==> src/rtl/imem_loader.sv <==
// Boot-time instruction-memory loader: streams words into IMEM from address 0, then releases the core.
// Optional trailing XOR checksum word when IMEM_LOADER_CSUM_EN is defined.
//
// state    | meaning
// ---------+-----------------------------------------------------------------
// ST_IDLE  | no load in progress, core held (after reset or failed checksum)
// ST_LOAD  | accepting payload words, one IMEM write per handshake
// ST_CHECK | accepting the single checksum word (IMEM_LOADER_CSUM_EN only)
// ST_RUN   | load complete, core released; a new start reloads
module imem_loader #(
    parameter int ADDR_W = 6
) (
    input  logic              clk,
    input  logic              rst_n,
    input  logic              start,
    input  logic [ADDR_W:0]   len,
    input  logic              s_valid,
    input  logic [31:0]       s_data,
    output logic              s_ready,
    output logic              im_we,
    output logic [31:0]       im_addr,
    output logic [31:0]       im_wdata,
    output logic              core_run,
    output logic              busy,
    output logic              done,
    output logic              err,
    output logic [ADDR_W:0]   word_cnt
);

`ifdef IMEM_LOADER_CSUM_EN
    typedef enum logic [1:0] {ST_IDLE, ST_LOAD, ST_CHECK, ST_RUN} state_t;
`else
    typedef enum logic [1:0] {ST_IDLE, ST_LOAD, ST_RUN} state_t;
`endif

    localparam logic [ADDR_W:0] CAP = {1'b1, {ADDR_W{1'b0}}};
    localparam logic [ADDR_W:0] ONE = {{ADDR_W{1'b0}}, 1'b1};

    state_t            state_q, state_d;
    logic [ADDR_W:0]   len_q, len_d;
    logic [ADDR_W:0]   cnt_q, cnt_d;
    logic [ADDR_W:0]   cnt_inc;
    logic              err_q, err_d;
    logic              we_q, we_d;
    logic [31:0]       addr_q, addr_d;
    logic [31:0]       wdata_q, wdata_d;
    logic              core_run_q, core_run_d;
    logic              done_q, done_d;
    logic              arm_q, arm_d;
    logic              hs;
`ifdef IMEM_LOADER_CSUM_EN
    logic [31:0]       acc_q, acc_d;
`endif

    always_ff @(posedge clk or negedge rst_n) begin
        if (!rst_n) begin
            state_q    <= ST_IDLE;
            len_q      <= '0;
            cnt_q      <= '0;
            err_q      <= 1'b0;
            we_q       <= 1'b0;
            addr_q     <= '0;
            wdata_q    <= '0;
            core_run_q <= 1'b0;
            done_q     <= 1'b0;
            arm_q      <= 1'b0;
`ifdef IMEM_LOADER_CSUM_EN
            acc_q      <= '0;
`endif
        end else begin
            state_q    <= state_d;
            len_q      <= len_d;
            cnt_q      <= cnt_d;
            err_q      <= err_d;
            we_q       <= we_d;
            addr_q     <= addr_d;
            wdata_q    <= wdata_d;
            core_run_q <= core_run_d;
            done_q     <= done_d;
            arm_q      <= arm_d;
`ifdef IMEM_LOADER_CSUM_EN
            acc_q      <= acc_d;
`endif
        end
    end

    always_comb begin
        state_d = state_q;
        len_d   = len_q;
        cnt_d   = cnt_q;
        err_d   = err_q;
        we_d    = 1'b0;
        addr_d  = addr_q;
        wdata_d = wdata_q;
        arm_d   = 1'b0;
        cnt_inc = cnt_q + ONE;
        hs      = s_valid && s_ready;
`ifdef IMEM_LOADER_CSUM_EN
        acc_d   = acc_q;
`endif

        case (state_q)
            ST_IDLE, ST_RUN: begin
                if (start) begin
                    if (len > CAP) begin
                        err_d = 1'b1;
                    end else begin
                        err_d = 1'b0;
                        cnt_d = '0;
                        len_d = len;
                        if (len == '0) begin
                            state_d = ST_RUN;
                            arm_d   = 1'b1;
                        end else begin
                            state_d = ST_LOAD;
`ifdef IMEM_LOADER_CSUM_EN
                            acc_d   = '0;
`endif
                        end
                    end
                end
            end
            ST_LOAD: begin
                if (start) err_d = 1'b1;
                if (hs) begin
                    we_d    = 1'b1;
                    addr_d  = {{(29 - ADDR_W){1'b0}}, cnt_q, 2'b00};
                    wdata_d = s_data;
                    cnt_d   = cnt_inc;
`ifdef IMEM_LOADER_CSUM_EN
                    acc_d   = acc_q ^ s_data;
                    if (cnt_inc == len_q) state_d = ST_CHECK;
`else
                    if (cnt_inc == len_q) begin
                        state_d = ST_RUN;
                        arm_d   = 1'b1;
                    end
`endif
                end
            end
`ifdef IMEM_LOADER_CSUM_EN
            ST_CHECK: begin
                if (start) err_d = 1'b1;
                if (hs) begin
                    if (s_data == acc_q) begin
                        state_d = ST_RUN;
                        arm_d   = 1'b1;
                    end else begin
                        err_d   = 1'b1;
                        state_d = ST_IDLE;
                    end
                end
            end
`endif
            default: state_d = ST_IDLE;
        endcase

        // Release one cycle after entering RUN so the final IMEM write has already landed.
        core_run_d = (state_q == ST_RUN) && (state_d == ST_RUN);
        done_d     = arm_q && (state_q == ST_RUN) && (state_d == ST_RUN);
    end

`ifdef IMEM_LOADER_CSUM_EN
    assign busy    = (state_q == ST_LOAD) || (state_q == ST_CHECK);
`else
    assign busy    = (state_q == ST_LOAD);
`endif
    assign s_ready  = busy;
    assign im_we    = we_q;
    assign im_addr  = addr_q;
    assign im_wdata = wdata_q;
    assign core_run = core_run_q;
    assign done     = done_q;
    assign err      = err_q;
    assign word_cnt = cnt_q;

endmodule

==> config.mk <==
export PLATFORM = sky130hd
export DESIGN_NAME = imem_loader
export DESIGN_NICKNAME = d
export VERILOG_FILES = /design/src/rtl/imem_loader.sv
export SDC_FILE = /design/constraint.sdc
export NUM_CORES = 1
export LEC_CHECK = 0
export BUFFER_PORTS_ARGS = -buffer_cell sky130_fd_sc_hd__buf_2
export CORE_MARGIN = 2
export CORE_UTILIZATION = 40
export CTS_CLUSTER_DIAMETER = 150
export CTS_CLUSTER_SIZE = 20
export DETAILED_ROUTE_END_ITERATION = 10
export PLACE_DENSITY = 0.8
export SETUP_SLACK_MARGIN = 0.2
export SYNTH_ARGS = -nofsm -noshare
export SYNTH_HDL_FRONTEND = slang
export SYNTH_SLANG_ARGS = --single-unit
==> constraint.sdc <==
create_clock -name clk -period 1.9 [get_ports clk]
set_input_delay 0.19 -clock clk [delete_from_list [all_inputs] [get_ports clk]]
set_output_delay 0.19 -clock clk [all_outputs]
set_load 0.1 [all_outputs]
==> impl_metrics.toml, run 1 <==
[setup_path]
worst-path-buf-inv = 0
crit_family = "compound AO/OA/AOI/OAI gates"
worstPathArrival_ps = 1890
cp_slowest_cell = "dfrtp_2"
crit_type = "reg -> reg"
start_kind = "flip-flop"
worstPathRequired_ps = 2120
r2r_slack_ps = 230
cp-end-kind = "flip-flop"
cp_max_fo = 6
r2r-start = "word_cnt[5]$_DFFE_PN0P_"
critPathMaxStageDelay_ps = 470
timing.rr.end = "state_q[0]$_DFF_PN0_"
path_cells = "xnor2_2, or2b_1, o22ai_1, o2111ai_4, a21boi_1"
rr_worst_depth = 5

[cells_and_area]
multi_input_area_sq_um = 1200
fin_nets = 367
fin_util = 0.532
antenna_cells = 0
seqCellArea_sq_um = 1520
drive_gt1_frac = 0.570
syn_to_final_growth_pct = 29.6
fill_cells = 585

[worst_hold_path]
holdPathStages = 2
hold_start = "s_data[23]"
hold_end = "im_wdata[23]$_DFFE_PN0P_"
hold_path_class = "in -> reg"

[sta]
hold_viol_final = 0
fin_crit_sh = 0.881
drv_slew = 0
fmaxAchievable_mhz = 598
final.setup.tns_ps = 0
rsz0062_at_grt = "true"
holdWs_ps = 83.5
fin_crit_ps = 1670
finClkSkew_ps = 9.87
finalSetupViolCount = 0

[cts]
clkLatencyLatePin_ps = 330
clock_sinks = 60
clockRootBuffer = "clkbuf_8"
cts_made_buffers = 9
cts_htree_levels = 3
cts_tree = "built"
clkTransAtPathRegs_ps = 70
cts_max_path_buffers = 2

[placed_design]
dp.final_hpwl_microns = 4180
io_buffers = 94
place_congestion = 0.842

[grt]
grt_max_degree = 34
grt_usage = 0.156
antenna_found_initial = 0
grt_pass1_wl_microns = 9030
gr-total-overflow = 0
grt_pass1_vias = 1912

[floorplanning]
start_util = 0.411
rows = 30
io-pin-count = 120
fp.dieW_microns = 87.1
die_area_sq_um = 7580
core_sq_um = 6720
die_y_microns = 87.1

[routing]
drc_errors = 0
drtAntennaViolNets = 0
wl_per_cell_microns = 14.2
wirelength_microns = 5780
first_pass_iters = 4
via_per_inst = 4.78
drt_iter0_markers = 89
vias = 1950

[run_status]
status = "complete, no violations"

[synthesis]
yosysMostFrequentCell = "dfrtp_1"
synth_seq_area_share = 0.544
synthFlopType = "dfrtp_1"
syn_avg_cell_area_sq_um = 12.7
async_flop_share = 1.00
yosys_register_bits = 60
yosysTopAreaCellShare = 0.544
synth.area.top_cells = "dfrtp_1, mux2_2, buf_4"
synth_edf_count = 0
yosysWarnings = 0
synthCells = 217
synth_common_cells = "dfrtp_1, mux2_2, buf_4, nand2_1"
yosys.area.top_type = "dfrtp_1"
synth_cell_types = 39
syn_area_sq_um = 2760

[flow_run]
maxCapViolCount = 0
-- cell families after synthesis --
family          synth area share
xor+xnor                  0.0349
simple gates              0.0948
mux                        0.187
other cells              0.00136
fa+ha+maj                0.00453
buf+inv                   0.0893
compound gates            0.0440
flops                      0.544
-- routing by layer --
layer  global-route usage  routed length [microns]
met2                0.261                     3010
met4               0.0724                       93
met5                    0                        0
met1                0.185                     2340
met3               0.0445                      330
-- registers in the layout, indices dropped and copies added (netlist names) --
register	count
done	1
word_cnt	7
im_addr	7
len_q	7
state_q	2
err	1
arm_q	1
im_wdata	32
im_we	1
core_run	1
-- through the flow --
step	instances	instance area, sq um	setup slack, ps
after floorplan	241	2910	131
after global placement	387	3290	243
after detailed placement	387	3290	183
after CTS	404	3490	201
after global routing	408	3580	161
final	408	3580	227
-- area by class of cell --
cell class	count	area share
clock buffers	12	0.0406
repair buffers	102	0.153
well taps	80	0.0280
flip-flops and latches	60	0.424
clock inverters	4	0.0140
multi-input cells	147	0.336
inverters	3	0.00455
-- worst max path at each step --
stage / startpoint / to / slack (ps) / cells past startpoint
after floorplan: word_cnt[2]$_DFFE_PN0P_ / state_q[0]$_DFF_PN0_ / 130 / 6
after global placement: word_cnt[0]$_DFFE_PN0P_ / state_q[0]$_DFF_PN0_ / 240 / 6
after detailed placement: word_cnt[0]$_DFFE_PN0P_ / state_q[0]$_DFF_PN0_ / 180 / 6
after CTS: word_cnt[0]$_DFFE_PN0P_ / state_q[0]$_DFF_PN0_ / 200 / 6
after global routing: word_cnt[2]$_DFFE_PN0P_ / state_q[0]$_DFF_PN0_ / 160 / 5
final: word_cnt[5]$_DFFE_PN0P_ / state_q[0]$_DFF_PN0_ / 230 / 5
-- cells in the final DEF (no fill, tap or decap), types with 2 or more instances in the layout --
master and count:
nand3_1 6, conb_1 25, dfrtp_4 3, buf_2 94
dfrtp_2 4, a21boi_1 2, nand3_2 3, xnor2_1 4
dfrtp_1 53, nand2_1 11, a21oi_1 5, nand2b_1 3
clkbuf_8 10, o21ai_0 6, and2b_1 2, xor2_2 2
buf_4 6, clkinvlp_4 2, xnor2_2 3, nor2_1 8
clkbuf_1 2, mux2_2 45
-- repair_timing --
action                     CTS  global route
gates cloned                 0             0
hold buffers                 1             0
hold endpoints to repair    20             0
pin swaps                    2             6
gates resized for setup      0             8
buffers inserted             0             4
setup endpoints to repair    2             6
Power of run 1 is left out: the tool's default activity adds up to more than one toggle a clock period on the data nets, which glitch-free logic cannot reach.
==> inputs of run 2 (changes only) <==
--- a/config.mk
+++ b/config.mk
@@ -5,13 +5,13 @@
 export SDC_FILE = /design/constraint.sdc
 export NUM_CORES = 1
 export LEC_CHECK = 0
-export BUFFER_PORTS_ARGS = -buffer_cell sky130_fd_sc_hd__buf_2
 export CORE_MARGIN = 2
 export CORE_UTILIZATION = 40
 export CTS_CLUSTER_DIAMETER = 150
 export CTS_CLUSTER_SIZE = 20
 export DETAILED_ROUTE_END_ITERATION = 10
-export PLACE_DENSITY = 0.8
+export DONT_BUFFER_PORTS = 1
+export PLACE_DENSITY = 0.65
 export SETUP_SLACK_MARGIN = 0.2
 export SYNTH_ARGS = -nofsm -noshare
 export SYNTH_HDL_FRONTEND = slang
==> run 2 against run 1 <==
  * Final area up 8.6%
  * Utilization up 4.6 points
  * Sequential share of layout area down 3.4 points
  * Sequential cell count unchanged
  * Non-clock buffer count down 2
  * Worst hold slack worse by 37 ps
  * Register-to-register slack worse by 20 ps
  * Final cell count down 0.49%
  * Via count about the same
  * Critical path type unchanged
  * Largest cell class unchanged
==> impl_metrics.toml, run 2 (synthesized netlist as in run 1, its figures left out) <==
[power]
clockPowerShare = 0.138
pwr-share-comb = 0.589
seqPwrFrac = 0.273
power.total_mw = 7.22
swShare = 0.545
p_per_area_nw_per_um2 = 1860
ir_drop_mv = 1.10
intPower_mw = 3.29
power.leakage_nw = 1.75
power.switching_mw = 3.94

[routing]
via_per_inst = 4.81
vias = 1951
wirelength_microns = 6080
drt_iter0_markers = 19
first_pass_iters = 4
drc_errors = 0
drtAntennaViolNets = 0
wl_per_cell_microns = 15.0

[floorplanning]
core_sq_um = 6720
start_util = 0.411
rows = 30
die_y_microns = 87.1
io-pin-count = 120
fp.dieW_microns = 87.1
die_area_sq_um = 7580

[placed_design]
dp_cells = 342
place_congestion = 0.748
io_buffers = 0
dp.final_hpwl_microns = 3860

[worst_hold_path]
hold_end = "err$_DFFE_PN0P_"
hold_path_class = "in -> reg"
holdPathStages = 2
hold_start = "start"

[cells_and_area]
final_cell_mix = "buf_4, dfrtp_1, mux2_2"
fin_nets = 365
multi_input_area_sq_um = 1200
fin_util = 0.578
seqCellArea_sq_um = 1520
antenna_cells = 0
syn_to_final_growth_pct = 40.8
drive_gt1_frac = 0.448
finalNonFillerCells = 406
mostFrequentLayoutCell = "buf_4"
largest_register_ffs = 32
fill_cells = 581

[setup_path]
rr_worst_depth = 9
r2r-start = "word_cnt[0]$_DFFE_PN0P_"
worstPathArrival_ps = 1950
path_cells = "ha_4, nand3_4, xor2_2, buf_4, buf_4, buf_4, buf_4, buf_4, o21ai_2"
cp_slowest_cell = "dfrtp_4"
critPathMaxStageDelay_ps = 460
cp_max_fo = 4
timing.critical_path.mode_cell = "buf_4"
crit_family = "buffers and inverters"
timing.rr.end = "word_cnt[4]$_DFFE_PN0P_"
crit_type = "reg -> reg"
start_kind = "flip-flop"
worstPathRequired_ps = 2170
r2r_slack_ps = 210
worst-path-buf-inv = 5
cp-end-kind = "flip-flop"

[cts]
clkTransAtPathRegs_ps = 60
clkLatencyLatePin_ps = 340
clockRootBuffer = "clkbuf_8"
clock_sinks = 60
cts_tree = "built"
cts_htree_levels = 3
cts_made_buffers = 9
cts_max_path_buffers = 2

[sta]
drv_slew = 0
rsz0062_at_grt = "true"
fin_crit_ps = 1690
relSlewSlack = 0.598
finalSetupViolCount = 0
worstMarginPinSlew_ps = 603
hold_viol_final = 0
finClkSkew_ps = 6.60
fin_crit_sh = 0.889
final.setup.tns_ps = 0
holdWs_ps = 46.7
fmaxAchievable_mhz = 592

[grt]
gr-total-overflow = 0
grt_max_degree = 61
grt_pass1_vias = 2116
grt_pass1_wl_microns = 10200
antenna_found_initial = 0
grt_usage = 0.176

[flow_run]
maxCapViolCount = 0

[run_status]
status = "complete, no violations"
[run 2: changes by cell type in the layout (fill, tap and decap cells not counted), sizes merged]
cell and change:
bufinv -1, dlygate4sd3 +39, clkbuf +1, buf -42, clkinv +1
[run 2: area by class of cell]
type,instances,share of cell area
Clock buffer,12,0.0374
Clock inverter,4,0.00644
Inverter,3,0.00419
Multi-Input combinational cell,147,0.309
Sequential cell,60,0.391
Tap cell,80,0.0258
Timing Repair Buffer,100,0.227
[run 2: worst max path at each step]
| stage | startpoint | endpoint | slack [ps] | cells past startpoint |
|---|---|---|---|---|
| 2_1_floorplan | word_cnt[2]$_DFFE_PN0P_ | state_q[0]$_DFF_PN0_ | 130 | 6 |
| 3_3_place_gp | word_cnt[0]$_DFFE_PN0P_ | state_q[0]$_DFF_PN0_ | 260 | 6 |
| 3_5_place_dp | word_cnt[0]$_DFFE_PN0P_ | state_q[0]$_DFF_PN0_ | 180 | 6 |
| 4_1_cts | word_cnt[2]$_DFFE_PN0P_ | state_q[0]$_DFF_PN0_ | 210 | 5 |
| 5_1_grt | word_cnt[0]$_DFFE_PN0P_ | state_q[0]$_DFF_PN0_ | 150 | 6 |
| 6_report | word_cnt[0]$_DFFE_PN0P_ | word_cnt[4]$_DFFE_PN0P_ | 210 | 9 |
[run 2: what timing repair did]
action	in CTS	in global routing
pin swaps	3	4
setup endpoints to repair	1	7
setup buffers	6	1
hold buffers	41	0
endpoints found under the hold margin	99	0
cloned	0	0
resized for setup	3	7
[run 2: per-stage QoR]
step                area (sq um)  setup slack [ps]
floorplan                   2910               131
global placement            3180               261
detailed placement          3180               182
CTS                         3840               212
global route                3880               150
finish                      3880               212
[run 2: power groups by stage]
stage | Clock, mW | Sequential (mW) | Combinational, mW
floorplan | 0 | 4.03 | 1.32
global placement | 0 | 1.95 | 3.99
detailed placement | 0 | 1.97 | 4.01
CTS | 1.02 | 1.96 | 4.20
global route | 1.08 | 2.03 | 4.43
finish | 1.00 | 1.97 | 4.25
[run 2: metal layers]
layer / share of wire / track usage
met1: 0.40 / 0.210
met2: 0.49 / 0.281
met3: 0.097 / 0.0768
met4: 0.016 / 0.0682
met5: 0 / 0
Note: power is estimated with default switching activity, not from simulation.
==> inputs of run 3 (changes only) <==
==> constraint.sdc (replaced) <==
create_clock -name clk -period 1.9 [get_ports clk]
set_input_delay 0.095 -clock clk [delete_from_list [all_inputs] [get_ports clk]]
set_output_delay 0.095 -clock clk [all_outputs]
set_load 0.1 [all_outputs]
==> run 3 against run 2 <==
  * Via count grew 0.26%
  * Largest power group unchanged
  * Critical path type unchanged
  * Fmax is 0.95% higher
  * Clock-buffer cell count is 1 lower
  * Wire length increased by 4.5%
  * Largest cell class unchanged
==> impl_metrics.toml, run 3 (synthesized netlist as in run 1, its figures left out) <==
[run_status]
status = "complete, no violations"

[grt]
grt_pass1_wl_microns = 10200
antenna_found_initial = 0
grt_pass1_vias = 2067
grt_max_degree = 61
gr-total-overflow = 0
grt_usage = 0.179

[placed_design]
dp_cells = 342
dp.final_hpwl_microns = 3920
place_congestion = 0.749
placedInstanceArea_sq_um = 3180
io_buffers = 0
place_ws_ps = 199

[routing]
first_pass_iters = 4
wirelength_microns = 6350
drc_errors = 0
via_per_inst = 4.84
wl_per_cell_microns = 15.7
drt_iter0_markers = 52
drtAntennaViolNets = 0
vias = 1956

[floorplanning]
core_sq_um = 6720
start_util = 0.411
die_area_sq_um = 7580
rows = 30
io-pin-count = 120
die_y_microns = 87.1
fp.dieW_microns = 87.1

[sta]
fin_crit_ps = 1670
finClkSkew_ps = 10.9
worstMarginPinSlew_ps = 603
fin_crit_sh = 0.880
worst_slack_ps = 227
finalSetupViolCount = 0
final.setup.tns_ps = 0
fmaxAchievable_mhz = 598
relSlewSlack = 0.598
rsz0062_at_grt = "true"
drv_slew = 0
hold_viol_final = 0
holdWs_ps = 39.4

[setup_path]
crit_type = "reg -> reg"
r2r_slack_ps = 230
cp-end-kind = "flip-flop"
start_kind = "flip-flop"
cp_max_fo = 5
worstPathRequired_ps = 2170
worstPathArrival_ps = 1940

[power]
power.total_mw = 7.49
p_per_area_nw_per_um2 = 1900
power.leakage_nw = 1.78
ir_drop_mv = 0.866

[cells_and_area]
fill_cells = 538
syn_to_final_growth_pct = 42.7
finalNonFillerCells = 404
stdcell_area_sq_um = 3940
drive_gt1_frac = 0.435
final_cell_mix = "buf_4, dfrtp_1, mux2_2"
antenna_cells = 0
fin_nets = 364
mostFrequentLayoutCell = "buf_4"
fin_util = 0.586
largest_register_ffs = 32

[cts]
cts_htree_levels = 3
clock_sinks = 60
cts_max_path_buffers = 2
cts_made_buffers = 9
clkLatencyLatePin_ps = 340
clockRootBuffer = "clkbuf_8"
cts_tree = "built"
clkTransAtPathRegs_ps = 60

[flow_run]
maxCapViolCount = 0

[worst_hold_path]
hold_path_class = "in -> reg"
run 3: where the power goes:
part | internal (mW) | switching (mW)
clock | 0.800 | 0.499
sequential | 1.66 | 0.309
combinational | 1.09 | 3.13
total | 3.54 | 3.94
run 3: repair_timing:
item / in CTS / in global routing
gates resized for setup: 0 / 7
hold buffers: 43 / 0
pin swaps: 1 / 4
setup buffers: 0 / 4
endpoints found under the hold margin: 102 / 0
setup endpoints to repair: 1 / 5
run 3: cell type report:
cell class                 count  area [sq um]  area share
sequential                    60          1520       0.385
multi-input combinational    147          1200       0.304
timing repair buffer          99           886       0.225
clock buffer                  11           151      0.0384
tap                           80           100      0.0254
clock inverter                 4          72.6      0.0184
inverter                       3          16.3     0.00413
run 3: routing by layer:
layer  GRT usage  vias to the layer above  share of wire
met5           0                        -              0
li1            -                      896              -
met3      0.0720                       11          0.083
met2       0.284                       90           0.49
met4      0.0852                        0          0.018
met1       0.212                      959           0.41
run 3: worst paths after layout:
kind                                            to  depth (start not counted)                     from
max                                arm_q$_DFF_PN0_                          7  word_cnt[0]$_DFFE_PN0P_
min                           state_q[0]$_DFF_PN0_                          3                   len[6]
max reg2reg                        arm_q$_DFF_PN0_                          7  word_cnt[0]$_DFFE_PN0P_
min reg2reg                         done$_DFF_PN0_                          2          arm_q$_DFF_PN0_
max in group asynchronous  word_cnt[0]$_DFFE_PN0P_                          2                    rst_n
min in group asynchronous     len_q[3]$_DFFE_PN0P_                          2                    rst_n
run 3: critical path, cell delays in order (launching register included):
cell,delay [ps]
dfrtp_4,510
ha_4,200
nand3_2,80
xor2_2,170
xor2_1,250
o2111ai_4,180
buf_4,180
nand2_1,50
